<file path="config.mk">
export PLATFORM = sky130hd
export DESIGN_NAME = fetch_unit_flat
export DESIGN_NICKNAME = d
export VERILOG_FILES = /design/src/rtl/fetch_unit_if.sv /design/src/rtl/fetch_unit.sv /design/src/flat_wrapper.sv
export SDC_FILE = /design/constraint.sdc
export NUM_CORES = 1
export LEC_CHECK = 0
export BUFFER_PORTS_ARGS = -buffer_cell sky130_fd_sc_hd__buf_2
export CORE_ASPECT_RATIO = 0.7
export CORE_MARGIN = 2
export CORE_UTILIZATION = 45
export CTS_CLUSTER_SIZE = 10
export DETAILED_ROUTE_END_ITERATION = 6
export PLACE_DENSITY_LB_ADDON = 0.25
export SLEW_MARGIN = 20
export SYNTH_ARGS = -nofsm -noshare
export SYNTH_HDL_FRONTEND = slang
export SYNTH_SLANG_ARGS = --single-unit
</file>
<file path="constraint.sdc">
create_clock -name clk -period 2.6 [get_ports clk]
set_input_delay 0 -clock clk [delete_from_list [all_inputs] [get_ports clk]]
set_output_delay 0 -clock clk [all_outputs]
set_load 0.02 [all_outputs]
</file>
<file path="src/rtl/fetch_unit_if.sv">
// Fetch-stage bus bundle: instruction-memory port, instruction-queue push port
// and the redirect input from the back end.
interface fetch_unit_if #(
  parameter int XLEN = 32
);
  logic [XLEN-1:0] imem_addr;
  logic [3:0]      imem_rmask;
  logic [XLEN-1:0] imem_rdata;
  logic            imem_resp;
  logic [XLEN-1:0] iq_wdata;
  logic [XLEN-1:0] iq_pc;
  logic [XLEN-1:0] iq_pc_next;
  logic            iq_enqueue;
  logic            iq_full;
  logic            redirect_valid;
  logic [XLEN-1:0] redirect_pc;

  // Fetch unit side
  modport master (
    output imem_addr, imem_rmask, iq_wdata, iq_pc, iq_pc_next, iq_enqueue,
    input  imem_rdata, imem_resp, iq_full, redirect_valid, redirect_pc
  );

  // Memory / queue / back-end side
  modport slave (
    input  imem_addr, imem_rmask, iq_wdata, iq_pc, iq_pc_next, iq_enqueue,
    output imem_rdata, imem_resp, iq_full, redirect_valid, redirect_pc
  );
endinterface

</file>
<file path="src/rtl/fetch_unit.sv">
// Instruction fetch front end: owns the fetch PC, keeps one imem read in
// flight, pushes returned words into the instruction queue, and retargets
// on redirect while throwing away any in-flight or held instruction.
module fetch_unit #(
  parameter int              XLEN     = 32,
  parameter logic [XLEN-1:0] RESET_PC = 32'h1eceb000
) (
  input logic          clk,
  input logic          rst,
  fetch_unit_if.master bus
);

  localparam logic [1:0] FETCH   = 2'd0;
  localparam logic [1:0] WAIT    = 2'd1;
  localparam logic [1:0] STALL   = 2'd2;
  localparam logic [1:0] DISCARD = 2'd3;

  logic [1:0]      state_reg, state_next;
  logic [XLEN-1:0] pc_reg, pc_next;
  logic [XLEN-1:0] hold_reg, hold_next;
  logic [XLEN-1:0] pc_plus4;
  logic [XLEN-1:0] redirect_target;
  logic            req;
  logic            enq;
  logic [XLEN-1:0] enq_data;

  assign pc_plus4        = pc_reg + {{(XLEN-3){1'b0}}, 3'd4};
  assign redirect_target = {bus.redirect_pc[XLEN-1:2], 2'b00};

  // Next-state, request and enqueue decode; a redirect always beats an enqueue
  always_comb begin
    state_next = state_reg;
    pc_next    = pc_reg;
    hold_next  = hold_reg;
    req        = 1'b0;
    enq        = 1'b0;
    enq_data   = '0;
    case (state_reg)
      FETCH: begin
        if (bus.redirect_valid) begin
          pc_next = redirect_target;
        end else begin
          req        = 1'b1;
          state_next = WAIT;
        end
      end
      WAIT: begin
        if (bus.redirect_valid) begin
          pc_next    = redirect_target;
          state_next = bus.imem_resp ? FETCH : DISCARD;
        end else if (bus.imem_resp) begin
          if (!bus.iq_full) begin
            enq        = 1'b1;
            enq_data   = bus.imem_rdata;
            pc_next    = pc_plus4;
            state_next = FETCH;
          end else begin
            hold_next  = bus.imem_rdata;
            state_next = STALL;
          end
        end
      end
      STALL: begin
        if (bus.redirect_valid) begin
          pc_next    = redirect_target;
          state_next = FETCH;
        end else if (!bus.iq_full) begin
          enq        = 1'b1;
          enq_data   = hold_reg;
          pc_next    = pc_plus4;
          state_next = FETCH;
        end
      end
      default: begin // DISCARD: wait out the stale response, tracking the newest redirect
        if (bus.redirect_valid) pc_next = redirect_target;
        if (bus.imem_resp) state_next = FETCH;
      end
    endcase
    // Outputs must read idle the moment reset asserts, not at the next edge
    if (!rst) begin
      req = 1'b0;
      enq = 1'b0;
    end
  end

  // State, PC and hold register update with asynchronous reset
  always_ff @(posedge clk or negedge rst) begin
    if (!rst) begin
      state_reg <= FETCH;
      pc_reg    <= RESET_PC;
      hold_reg  <= '0;
    end else begin
      state_reg <= state_next;
      pc_reg    <= pc_next;
      hold_reg  <= hold_next;
    end
  end

  assign bus.imem_addr  = {pc_reg[XLEN-1:2], 2'b00};
  assign bus.imem_rmask = req ? 4'hF : 4'h0;
  assign bus.iq_enqueue = enq;
  assign bus.iq_wdata   = enq ? enq_data : '0;
  assign bus.iq_pc      = enq ? pc_reg   : '0;
  assign bus.iq_pc_next = enq ? pc_plus4 : '0;

endmodule
</file>
<file path="src/flat_wrapper.sv">
// flat-port wrapper written by rule: the top's interface ports become plain ports
module fetch_unit_flat 
#(
  parameter int              XLEN     = 32,
  parameter logic [XLEN-1:0] RESET_PC = 32'h1eceb000
)
  (clk, rst, bus_imem_addr, bus_imem_rmask, bus_iq_wdata, bus_iq_pc, bus_iq_pc_next, bus_iq_enqueue, bus_imem_rdata, bus_imem_resp, bus_iq_full, bus_redirect_valid, bus_redirect_pc);
  fetch_unit_if #(.XLEN(XLEN)) bus_i ();
  input logic clk;
  input logic rst;
  output wire logic [$bits(bus_i.imem_addr)-1:0] bus_imem_addr;
  output wire logic [$bits(bus_i.imem_rmask)-1:0] bus_imem_rmask;
  output wire logic [$bits(bus_i.iq_wdata)-1:0] bus_iq_wdata;
  output wire logic [$bits(bus_i.iq_pc)-1:0] bus_iq_pc;
  output wire logic [$bits(bus_i.iq_pc_next)-1:0] bus_iq_pc_next;
  output wire logic [$bits(bus_i.iq_enqueue)-1:0] bus_iq_enqueue;
  input wire logic [$bits(bus_i.imem_rdata)-1:0] bus_imem_rdata;
  input wire logic [$bits(bus_i.imem_resp)-1:0] bus_imem_resp;
  input wire logic [$bits(bus_i.iq_full)-1:0] bus_iq_full;
  input wire logic [$bits(bus_i.redirect_valid)-1:0] bus_redirect_valid;
  input wire logic [$bits(bus_i.redirect_pc)-1:0] bus_redirect_pc;
  assign bus_imem_addr = bus_i.imem_addr;
  assign bus_imem_rmask = bus_i.imem_rmask;
  assign bus_iq_wdata = bus_i.iq_wdata;
  assign bus_iq_pc = bus_i.iq_pc;
  assign bus_iq_pc_next = bus_i.iq_pc_next;
  assign bus_iq_enqueue = bus_i.iq_enqueue;
  assign bus_i.imem_rdata = bus_imem_rdata;
  assign bus_i.imem_resp = bus_imem_resp;
  assign bus_i.iq_full = bus_iq_full;
  assign bus_i.redirect_valid = bus_redirect_valid;
  assign bus_i.redirect_pc = bus_redirect_pc;
  fetch_unit #(.XLEN(XLEN), .RESET_PC(RESET_PC)) u_core (.clk(clk), .rst(rst), .bus(bus_i));
endmodule
</file>
==> flow_metrics.env, run 1 <==
export IMPL_worst_setup_path_type="reg -> out"
export IMPL_rows=31
export IMPL_largest_register_ffs=32
export IMPL_r2r_setup_slack_ps=350
export IMPL_port_buffers=193
export IMPL_cp_end_kind="output port"
export IMPL_drt_first_pass_iters=5
export IMPL_grt_pass1_vias=5179
export IMPL_r2r_start="u_core.pc_reg[3]$_DFFE_PN0P_"
export IMPL_cts_tree="done"
export IMPL_tns_ps=0
export IMPL_setup_viol_count_final=0
export IMPL_clk_pin_slew_ps=60
export IMPL_placeableCoreArea_um2=10400
export IMPL_r2r_cells=5
export IMPL_holdWs_ps=-27.8
export IMPL_switchingPower_mw=3.03
export IMPL_globalplace_congestion=0.879
export IMPL_fin_crit_sh=0.962
export IMPL_num_fill_cells=904
export IMPL_viasPerCell=5.79
export IMPL_die_w_um=128
export IMPL_hold_class="in -> async"
export IMPL_cts_buffers=9
export IMPL_failed_checks="negative hold slack"
export IMPL_clockRootBuffer="clkbuf_16"
export IMPL_fmax_mhz=400
export IMPL_grt_first_pass_wirelength_um=26400
export IMPL_cellPowerDensity_nw_per_um2=1020
export IMPL_cts_buffer_depth=2
export IMPL_start_kind="flip-flop"
export IMPL_fin_skew_ps=7.56
export IMPL_seqPwrFrac=0.324
export IMPL_drc=0
export IMPL_status="complete, but fails checks"
export IMPL_final_antenna_net_count=0
export IMPL_switching_share=0.437
export IMPL_dpl_instance_area_um2=5900
export IMPL_worst_slew_pin_slew_ps=833
export IMPL_crit_required_ps=2600
export IMPL_wl_per_cell_um=17.6
export IMPL_ys_ff_latch=64
export IMPL_hold_violations=31
export IMPL_syn_avg_cell_area_um2=8.34
export IMPL_crit_start="u_core.pc_reg[13]$_DFFE_PN1P_"
export IMPL_clk_latency_ps=340
export IMPL_postSynth_asyncResetShare=1.00
export IMPL_relSlewSlack=0.440
export IMPL_critical_path_max_fanout=8
export IMPL_synth_area_um2=4860
export IMPL_dp_hpwl_um=11200
export IMPL_track_usage=0.283
export IMPL_yosysSeqAreaShare=0.332
export IMPL_wl_um=16500
export IMPL_postSynthCellCount=583
export IMPL_grt_max_degree=65
export IMPL_die_h_um=91.0
export IMPL_maxCapViolCount=0
export IMPL_h_tree_depth=3
export IMPL_p_leak_nw=3.14
export IMPL_ir_drop_v=0.000604
export IMPL_fin_crit_ps=2500
export IMPL_final_layout_size_suffix_gt1_frac=0.383
export IMPL_internal_power_mw=3.91
export IMPL_io_pins=202
export IMPL_p_total_mw=6.94
export IMPL_synth_top_area_cell="dfrtp_1"
export IMPL_drt_iter0_markers=455
export IMPL_synth_top_area_share=0.268
export IMPL_diodes=0
export IMPL_r2r_end="u_core.pc_reg[28]$_DFFE_PN1P_"
export IMPL_ys_types=61
export IMPL_synthFlopType="dfrtp_1"
export IMPL_die_area_um2=11700
export IMPL_synth_edff_count=0
export IMPL_nets=873
export IMPL_yosysWarnings=0
export IMPL_syn_to_final_growth_pct=39.4
export IMPL_finalInstanceArea_um2=6780
export IMPL_cts_sinks=64
export IMPL_via_count=5428
export IMPL_arrival_ps=2500
export IMPL_antenna_found_initial=0
export IMPL_clockPowerShare=0.208
export IMPL_maxSlewViolCount=0
export IMPL_overflow=0
export IMPL_p_comb_frac=0.468
export IMPL_rsz0062_at_grt="yes"
export IMPL_start_util=0.466
export IMPL_synth_area_leaders="dfrtp_1 27%, mux2_2 7.6%, dfstp_2 6.5%"
## Yosys cell counts, types with 3 or more instances
cell and number:
nor4_1 5, buf_2 5, a31oi_1 5, a21oi_1 29, a2bb2oi_1 4, inv_1 10, dfrtp_1 52, nand2_1 32
nand3_1 24, a22oi_1 35, and4_1 5, clkbuf_1 41, o31ai_1 5, dfstp_2 12, mux2_2 33, mux2i_1 12
buf_4 13, nand4_1 16, nor3_1 10, and2_1 38, xnor2_1 9, nand3b_1 5, and3_1 3, o22ai_1 4
xor2_1 5, o21ai_0 18, or3_1 6, nand2b_1 3, ha_1 4, a21o_1 4, nor2_1 75, o211ai_1 10
or4b_1 4, or4_1 8, o2bb2ai_1 3
## stage by stage
stage	util	std cells	hold slack, ps	setup slack (ps)
6_report	0.650	937	-27.8	98.3
5_1_grt	0.650	937	8.70	-2.64
4_1_cts	0.643	932	0.192	1.38
3_5_place_dp	0.565	872	253	275
3_3_place_gp	0.565	872	246	343
2_1_floorplan	-	588	-296	190
## power by group through the flow
stage | registers (mW) | logic (mW) | clock network (mW)
6_report | 2.25 | 3.25 | 1.44
2_1_floorplan | 2.23 | 2.11 | 0
5_1_grt | 2.34 | 3.55 | 1.51
4_1_cts | 2.22 | 3.14 | 1.46
3_3_place_gp | 2.18 | 2.98 | 0
3_5_place_dp | 2.23 | 3.06 | 0
## critical path, stage by stage (launching register included)
cell and delay, ps:
dfstp_2 620, nand3_4 140, or4_4 560, or4_1 510, a21oi_1 160, buf_4 160
## layout make-up
| cell class | instances | area (um2) | share of cell area |
|---|---|---|---|
| Multi-Input combinational cell | 447 | 2960 | 0.437 |
| Timing Repair Buffer | 268 | 1640 | 0.242 |
| Sequential cell | 64 | 1620 | 0.239 |
| Clock buffer | 10 | 239 | 0.0353 |
| Tap cell | 132 | 165 | 0.0244 |
| Clock inverter | 6 | 115 | 0.0170 |
| Inverter | 10 | 37.5 | 0.00554 |
## routing by layer
| layer | global-route usage | share of wire |
|---|---|---|
| met1 | 0.393 | 0.43 |
| met2 | 0.430 | 0.45 |
| met3 | 0.0713 | 0.092 |
| met4 | 0.0971 | 0.021 |
| met5 | 0 | 0 |
## cell families after synthesis
| kind of cell | count (synthesis) | synth area share |
|---|---|---|
| xor gates and xnor gates | 14 | 0.0252 |
| muxes | 45 | 0.101 |
| DFF | 64 | 0.332 |
| and+or+nand+nor | 246 | 0.270 |
| other | 1 | 0.000771 |
| adders and majority gates | 4 | 0.0103 |
| buffers and inverters | 77 | 0.0777 |
| AOI/OAI and AO/OA | 132 | 0.183 |
## cell usage in the layout, fill, tap and decap left out, drive strengths merged, types with 18 or more instances in the layout
cell type	netlist	final
buf	22	224
and2	39	39
a22oi	35	35
o21ai	18	18
dlygate4sd3	0	44
nand3	25	25
nor2	75	75
dfrtp	52	52
nand2	32	32
a21oi	29	29
mux2	33	33
## worst max-delay path by stage
stage	end	cells after the start
after floorplan	bus_iq_pc_next[18]	6
after global placement	bus_iq_pc_next[31]	5
after detailed placement	u_core.pc_reg[30]$_DFFE_PN0P_	5
after CTS	bus_iq_pc_next[30]	6
after global routing	bus_iq_pc_next[31]	5
final	bus_iq_pc_next[31]	5
## repair_timing
item,in CTS,in global routing
pin swaps,0,2
hold buffers,44,0
gates resized for setup,4,8
setup buffers,0,5
hold endpoints to repair,44,0
endpoints found under the setup margin,7,9
(Power assumes the default switching activity.)
==> run 2: changes to the inputs <==
--- a/config.mk
+++ b/config.mk
@@ -5,7 +5,7 @@
 export SDC_FILE = /design/constraint.sdc
 export NUM_CORES = 1
 export LEC_CHECK = 0
-export BUFFER_PORTS_ARGS = -buffer_cell sky130_fd_sc_hd__buf_2
+export BUFFER_PORTS_ARGS = -buffer_cell sky130_fd_sc_hd__buf_4
 export CORE_ASPECT_RATIO = 0.7
 export CORE_MARGIN = 2
 export CORE_UTILIZATION = 45
==> flow_metrics.env, run 2 (same netlist as run 1, synthesis figures left out) <==
export IMPL_wl_per_cell_um=17.4
export IMPL_worst_slew_pin_slew_ps=683
export IMPL_grt_first_pass_wirelength_um=26500
export IMPL_viasPerCell=5.79
export IMPL_most_common_layout_cells="221 x buf_4, 75 x nor2_1, 51 x dfrtp_1, 44 x dlygate4sd3_1, 38 x and2_1"
export IMPL_timing_final_ws_setup_ps=70.2
export IMPL_clockRootBuffer="clkbuf_16"
export IMPL_rows=31
export IMPL_worst_hold_path_endpoint="u_core.pc_reg[14]$_DFFE_PN0P_"
export IMPL_antenna_found_initial=0
export IMPL_start_kind="flip-flop"
export IMPL_slowest_delay_ps=600
export IMPL_overflow=0
export IMPL_cts_buffers=9
export IMPL_r2r_end="u_core.pc_reg[28]$_DFFE_PN1P_"
export IMPL_grt_pass1_vias=5211
export IMPL_maxSlewViolCount=0
export IMPL_relSlewSlack=0.541
export IMPL_worstHoldStart="bus_redirect_pc[14]"
export IMPL_drt_iter0_markers=392
export IMPL_via_count=5414
export IMPL_num_fill_cells=843
export IMPL_syn_to_final_growth_pct=47.5
export IMPL_hold_class="in -> reg"
export IMPL_diodes=0
export IMPL_failed_checks="design-rule violations"
export IMPL_track_usage=0.281
export IMPL_cellPowerDensity_nw_per_um2=953
export IMPL_p_leak_nw=3.17
export IMPL_multiInputGateArea_um2=2950
export IMPL_cts_tree="done"
export IMPL_r2r_setup_slack_ps=390
export IMPL_fin_skew_ps=5.46
export IMPL_final_antenna_net_count=0
export IMPL_grt_max_degree=43
export IMPL_rsz0062_at_grt="no"
export IMPL_placeableCoreArea_um2=10400
export IMPL_hold_violations=0
export IMPL_fmax_mhz=395
export IMPL_ff_latch_area_um2=1620
export IMPL_p_total_mw=6.84
export IMPL_drc=2
export IMPL_fin_crit_ps=2530
export IMPL_fin_crit_sh=0.973
export IMPL_start_util=0.466
export IMPL_critical_path_max_fanout=7
export IMPL_cts_sinks=64
export IMPL_dp_hpwl_um=11300
export IMPL_crit_required_ps=2600
export IMPL_cts_buffer_depth=2
export IMPL_clk_latency_ps=330
export IMPL_critPathTopFamily="simple AND/OR/NAND/NOR gates"
export IMPL_clk_pin_slew_ps=50
export IMPL_min_path_cells=3
export IMPL_tns_ps=0
export IMPL_port_buffers=193
export IMPL_h_tree_depth=3
export IMPL_nets=871
export IMPL_maxCapViolCount=0
export IMPL_ir_drop_v=0.000512
export IMPL_setup_viol_count_final=0
export IMPL_die_w_um=128
export IMPL_final_layout_size_suffix_gt1_frac=0.376
export IMPL_io_pins=202
export IMPL_status="complete, but fails checks"
export IMPL_arrival_ps=2530
export IMPL_cp_slowest_cell="dfstp_2"
export IMPL_r2r_start="u_core.pc_reg[3]$_DFFE_PN0P_"
export IMPL_die_area_um2=11700
export IMPL_globalplace_congestion=0.899
export IMPL_cp_depth=5
export IMPL_crit_path_cell_trace="nand3_4 > or4_4 > or4_1 > a21oi_1 > buf_4"
export IMPL_dp_slack_ps=255
export IMPL_final_common_cell="buf_4"
export IMPL_die_h_um=91.0
export IMPL_r2r_cells=5
export IMPL_largest_register_ffs=32
export IMPL_cp_end_kind="output port"
export IMPL_drt_first_pass_iters=7
export IMPL_path_buf_inv=1
export IMPL_wl_um=16300
export IMPL_worst_setup_path_type="reg -> out"
run 2: cell types whose count changed in the layout (fill, tap and decap cells not counted), moves of 2 or more:
cell,change
buf_4,+189
bufinv_16,-2
buf_2,-192
clkinv_2,+2
run 2: how the worst max path moves through the flow:
stage,from,end,slack (ps)
floorplan,u_core.pc_reg[2]$_DFFE_PN0P_,bus_iq_pc_next[18],190
global placement,u_core.pc_reg[13]$_DFFE_PN1P_,bus_iq_pc_next[31],340
detailed placement,u_core.pc_reg[3]$_DFFE_PN0P_,u_core.pc_reg[30]$_DFFE_PN0P_,260
CTS,u_core.pc_reg[17]$_DFFE_PN1P_,bus_iq_pc_next[30],20
global route,u_core.pc_reg[13]$_DFFE_PN1P_,bus_iq_pc_next[31],3
finish,u_core.pc_reg[13]$_DFFE_PN1P_,bus_iq_pc_next[31],70
run 2: what timing repair did:
| item | 4_1_cts | 5_1_grt |
|---|---|---|
| endpoints found under the hold margin | 95 | 0 |
| endpoints found under the setup margin | 6 | 4 |
| buffers inserted | 0 | 2 |
| pin swaps | 0 | 1 |
| gates resized for setup | 5 | 3 |
| hold buffers | 44 | 0 |
run 2: final cells by class:
cell class                 count  share of cell area
multi-input combinational    447               0.411
timing repair buffer         266               0.293
sequential                    64               0.226
clock buffer                  11              0.0338
tap                          132              0.0230
clock inverter                 5             0.00785
inverter                      10             0.00523
run 2: per-stage QoR:
stage | cells | util | instance area, um2 | hold WS [ps]
final | 935 | 0.687 | 7170 | 15.3
after global routing | 935 | 0.687 | 7170 | 7.86
after CTS | 933 | 0.685 | 7150 | 0.910
after detailed placement | 873 | 0.612 | 6390 | 116
after global placement | 873 | 0.612 | 6390 | 118
after floorplan | 588 | - | 4880 | -296
run 2: layer usage:
metal	GRT usage	part of all wire
met5	0	0
met4	0.0824	0.014
met3	0.0619	0.088
met2	0.441	0.47
met1	0.387	0.43
run 2: power by group:
part	switching, mW	internal [mW]
Sequential	0.690	1.57
Clock	0.446	0.766
Combinational	1.84	1.52
run 2: worst min-delay path: stages:
cell	delay, ps
buf_4	80
o22ai_1	70
a2bb2oi_1	150
==> run 3: changes to the inputs <==
--- a/config.mk
+++ b/config.mk
@@ -9,6 +9,7 @@
 export CORE_ASPECT_RATIO = 0.7
 export CORE_MARGIN = 2
 export CORE_UTILIZATION = 45
+export CTS_BUF_LIST = sky130_fd_sc_hd__clkbuf_16
 export CTS_CLUSTER_SIZE = 10
 export DETAILED_ROUTE_END_ITERATION = 6
 export PLACE_DENSITY_LB_ADDON = 0.25
==> flow_metrics.env, run 3 (same netlist as run 1, synthesis figures left out) <==
export IMPL_status="finished clean"
export IMPL_crit_path_cell_trace="nand3_4 > or4_4 > or4_1 > a21oi_1 > buf_4"
export IMPL_final_antenna_net_count=0
export IMPL_rsz0062_at_grt="no"
export IMPL_die_w_um=128
export IMPL_num_fill_cells=844
export IMPL_wl_um=16300
export IMPL_most_common_layout_cells="221 x buf_4, 75 x nor2_1, 51 x dfrtp_1, 44 x dlygate4sd3_1, 38 x and2_1"
export IMPL_p_leak_nw=3.17
export IMPL_io_pins=202
export IMPL_arrival_ps=2540
export IMPL_cp_end_kind="output port"
export IMPL_p_total_mw=6.81
export IMPL_clk_pin_slew_ps=60
export IMPL_critical_path_max_fanout=7
export IMPL_h_tree_depth=3
export IMPL_grt_first_pass_wirelength_um=26500
export IMPL_diodes=0
export IMPL_start_util=0.466
export IMPL_slowest_delay_ps=610
export IMPL_dp_hpwl_um=11300
export IMPL_p_comb_frac=0.494
export IMPL_final_layout_size_suffix_gt1_frac=0.375
export IMPL_grt_use_met2=0.441
export IMPL_start_kind="flip-flop"
export IMPL_fin_crit_sh=0.977
export IMPL_fmax_mhz=394
export IMPL_relSlewSlack=0.530
export IMPL_path_buf_inv=1
export IMPL_clockRootBuffer="clkbuf_16"
export IMPL_cts_sinks=64
export IMPL_drt_iter0_markers=462
export IMPL_internal_power_mw=3.83
export IMPL_tns_ps=0
export IMPL_die_area_um2=11700
export IMPL_cp_slowest_cell="dfstp_2"
export IMPL_largest_register_ffs=32
export IMPL_worst_setup_path_type="reg -> out"
export IMPL_track_usage=0.281
export IMPL_ir_drop_v=0.000512
export IMPL_via_count=5404
export IMPL_grt_max_degree=43
export IMPL_drt_first_pass_iters=6
export IMPL_rows=31
export IMPL_clockPowerShare=0.174
export IMPL_port_buffers=193
export IMPL_top_usage_layer="met2"
export IMPL_drc=0
export IMPL_switchingPower_mw=2.98
export IMPL_clk_latency_ps=330
export IMPL_cts_buffers=9
export IMPL_critPathTopFamily="simple AND/OR/NAND/NOR gates"
export IMPL_setup_viol_count_final=0
export IMPL_maxSlewViolCount=0
export IMPL_final_common_cell="buf_4"
export IMPL_fin_crit_ps=2540
export IMPL_multiInputGateArea_um2=2950
export IMPL_wl_per_cell_um=17.5
export IMPL_hold_violations=0
export IMPL_placeableCoreArea_um2=10400
export IMPL_gr_usage_met3=0.0619
export IMPL_seqPwrFrac=0.332
export IMPL_cts_buffer_depth=2
export IMPL_crit_required_ps=2600
export IMPL_viasPerCell=5.78
export IMPL_antenna_found_initial=0
export IMPL_met1_usage=0.387
export IMPL_syn_to_final_growth_pct=47.3
export IMPL_nets=871
export IMPL_cellPowerDensity_nw_per_um2=951
export IMPL_worst_slew_pin_slew_ps=698
export IMPL_globalplace_congestion=0.899
export IMPL_grt_pass1_vias=5211
export IMPL_hold_class="in -> reg"
export IMPL_ff_latch_area_um2=1620
export IMPL_cts_tree="done"
export IMPL_fin_skew_ps=5.73
export IMPL_die_h_um=91.0
export IMPL_switching_share=0.437
export IMPL_maxCapViolCount=0
export IMPL_overflow=0
-- run 3: cell types whose count changed in the layout (fill, tap and decap cells not counted), sizes merged --
| cell | previous run | this run |
|---|---|---|
| clkbuf | 12 | 10 |
| clkinv | 3 | 4 |
| inv | 10 | 11 |
-- run 3: repair_timing --
item,in CTS,in global routing
resized for setup,5,3
buffers inserted,0,2
pin swaps,0,1
hold buffers,44,0
endpoints found under the setup margin,6,4
endpoints found under the hold margin,95,0
-- run 3: worst register-to-register path, stage by stage, from the launching register on --
cell and delay, ps:
dfrtp_2 420, ha_4 180, nand4_1 270, or4_1 660, or4b_1 510, nand3_1 90
-- run 3: through the flow --
stage	hold slack [ps]	area (um2)	cells	setup slack [ps]	utilization
final	6.31	7160	935	60.3	0.687
after floorplan	-296	4880	588	190	-
after global routing	7.86	7160	935	3.21	0.687
after CTS	0.910	7140	933	21.6	0.684
after global placement	118	6390	873	336	0.612
after detailed placement	116	6390	873	255	0.612
-- run 3: metal layers --
layer  wire [um]  share of wire
met1        7160           0.44
met2        7570           0.46
met3        1340          0.082
met4         258          0.016
met5           0              0
-- run 3: layout make-up --
class,instances,area share
clock buffer,9,0.0314
clock inverter,7,0.00891
inverter,10,0.00524
multi-input combinational,447,0.412
sequential,64,0.226
tap,132,0.0231
timing repair buffer,266,0.294
-- run 3: power by group through the flow --
stage	registers [mW]	logic (mW)	clock network [mW]
finish	2.26	3.36	1.18
CTS	2.24	3.31	1.21
global placement	2.19	3.16	0
detailed placement	2.25	3.22	0
global route	2.37	3.65	1.24
floorplan	2.23	2.11	0
-- run 3: final timing paths --
kind | from | end | slack (ps) | cells past startpoint
max in group asynchronous | rst | u_core.pc_reg[12]$_DFFE_PN1P_ | 1910 | 3
hold / removal | bus_redirect_pc[6] | u_core.pc_reg[6]$_DFFE_PN0P_ | 6 | 3
setup / recovery | u_core.pc_reg[13]$_DFFE_PN1P_ | bus_iq_pc_next[31] | 60 | 5
setup reg to reg | u_core.pc_reg[3]$_DFFE_PN0P_ | u_core.pc_reg[28]$_DFFE_PN1P_ | 400 | 5
min in group asynchronous | rst | u_core.hold_reg[10]$_DFFE_PN0P_ | 330 | 3
hold reg to reg | u_core.hold_reg[25]$_DFFE_PN0P_ | u_core.hold_reg[25]$_DFFE_PN0P_ | 510 | 1
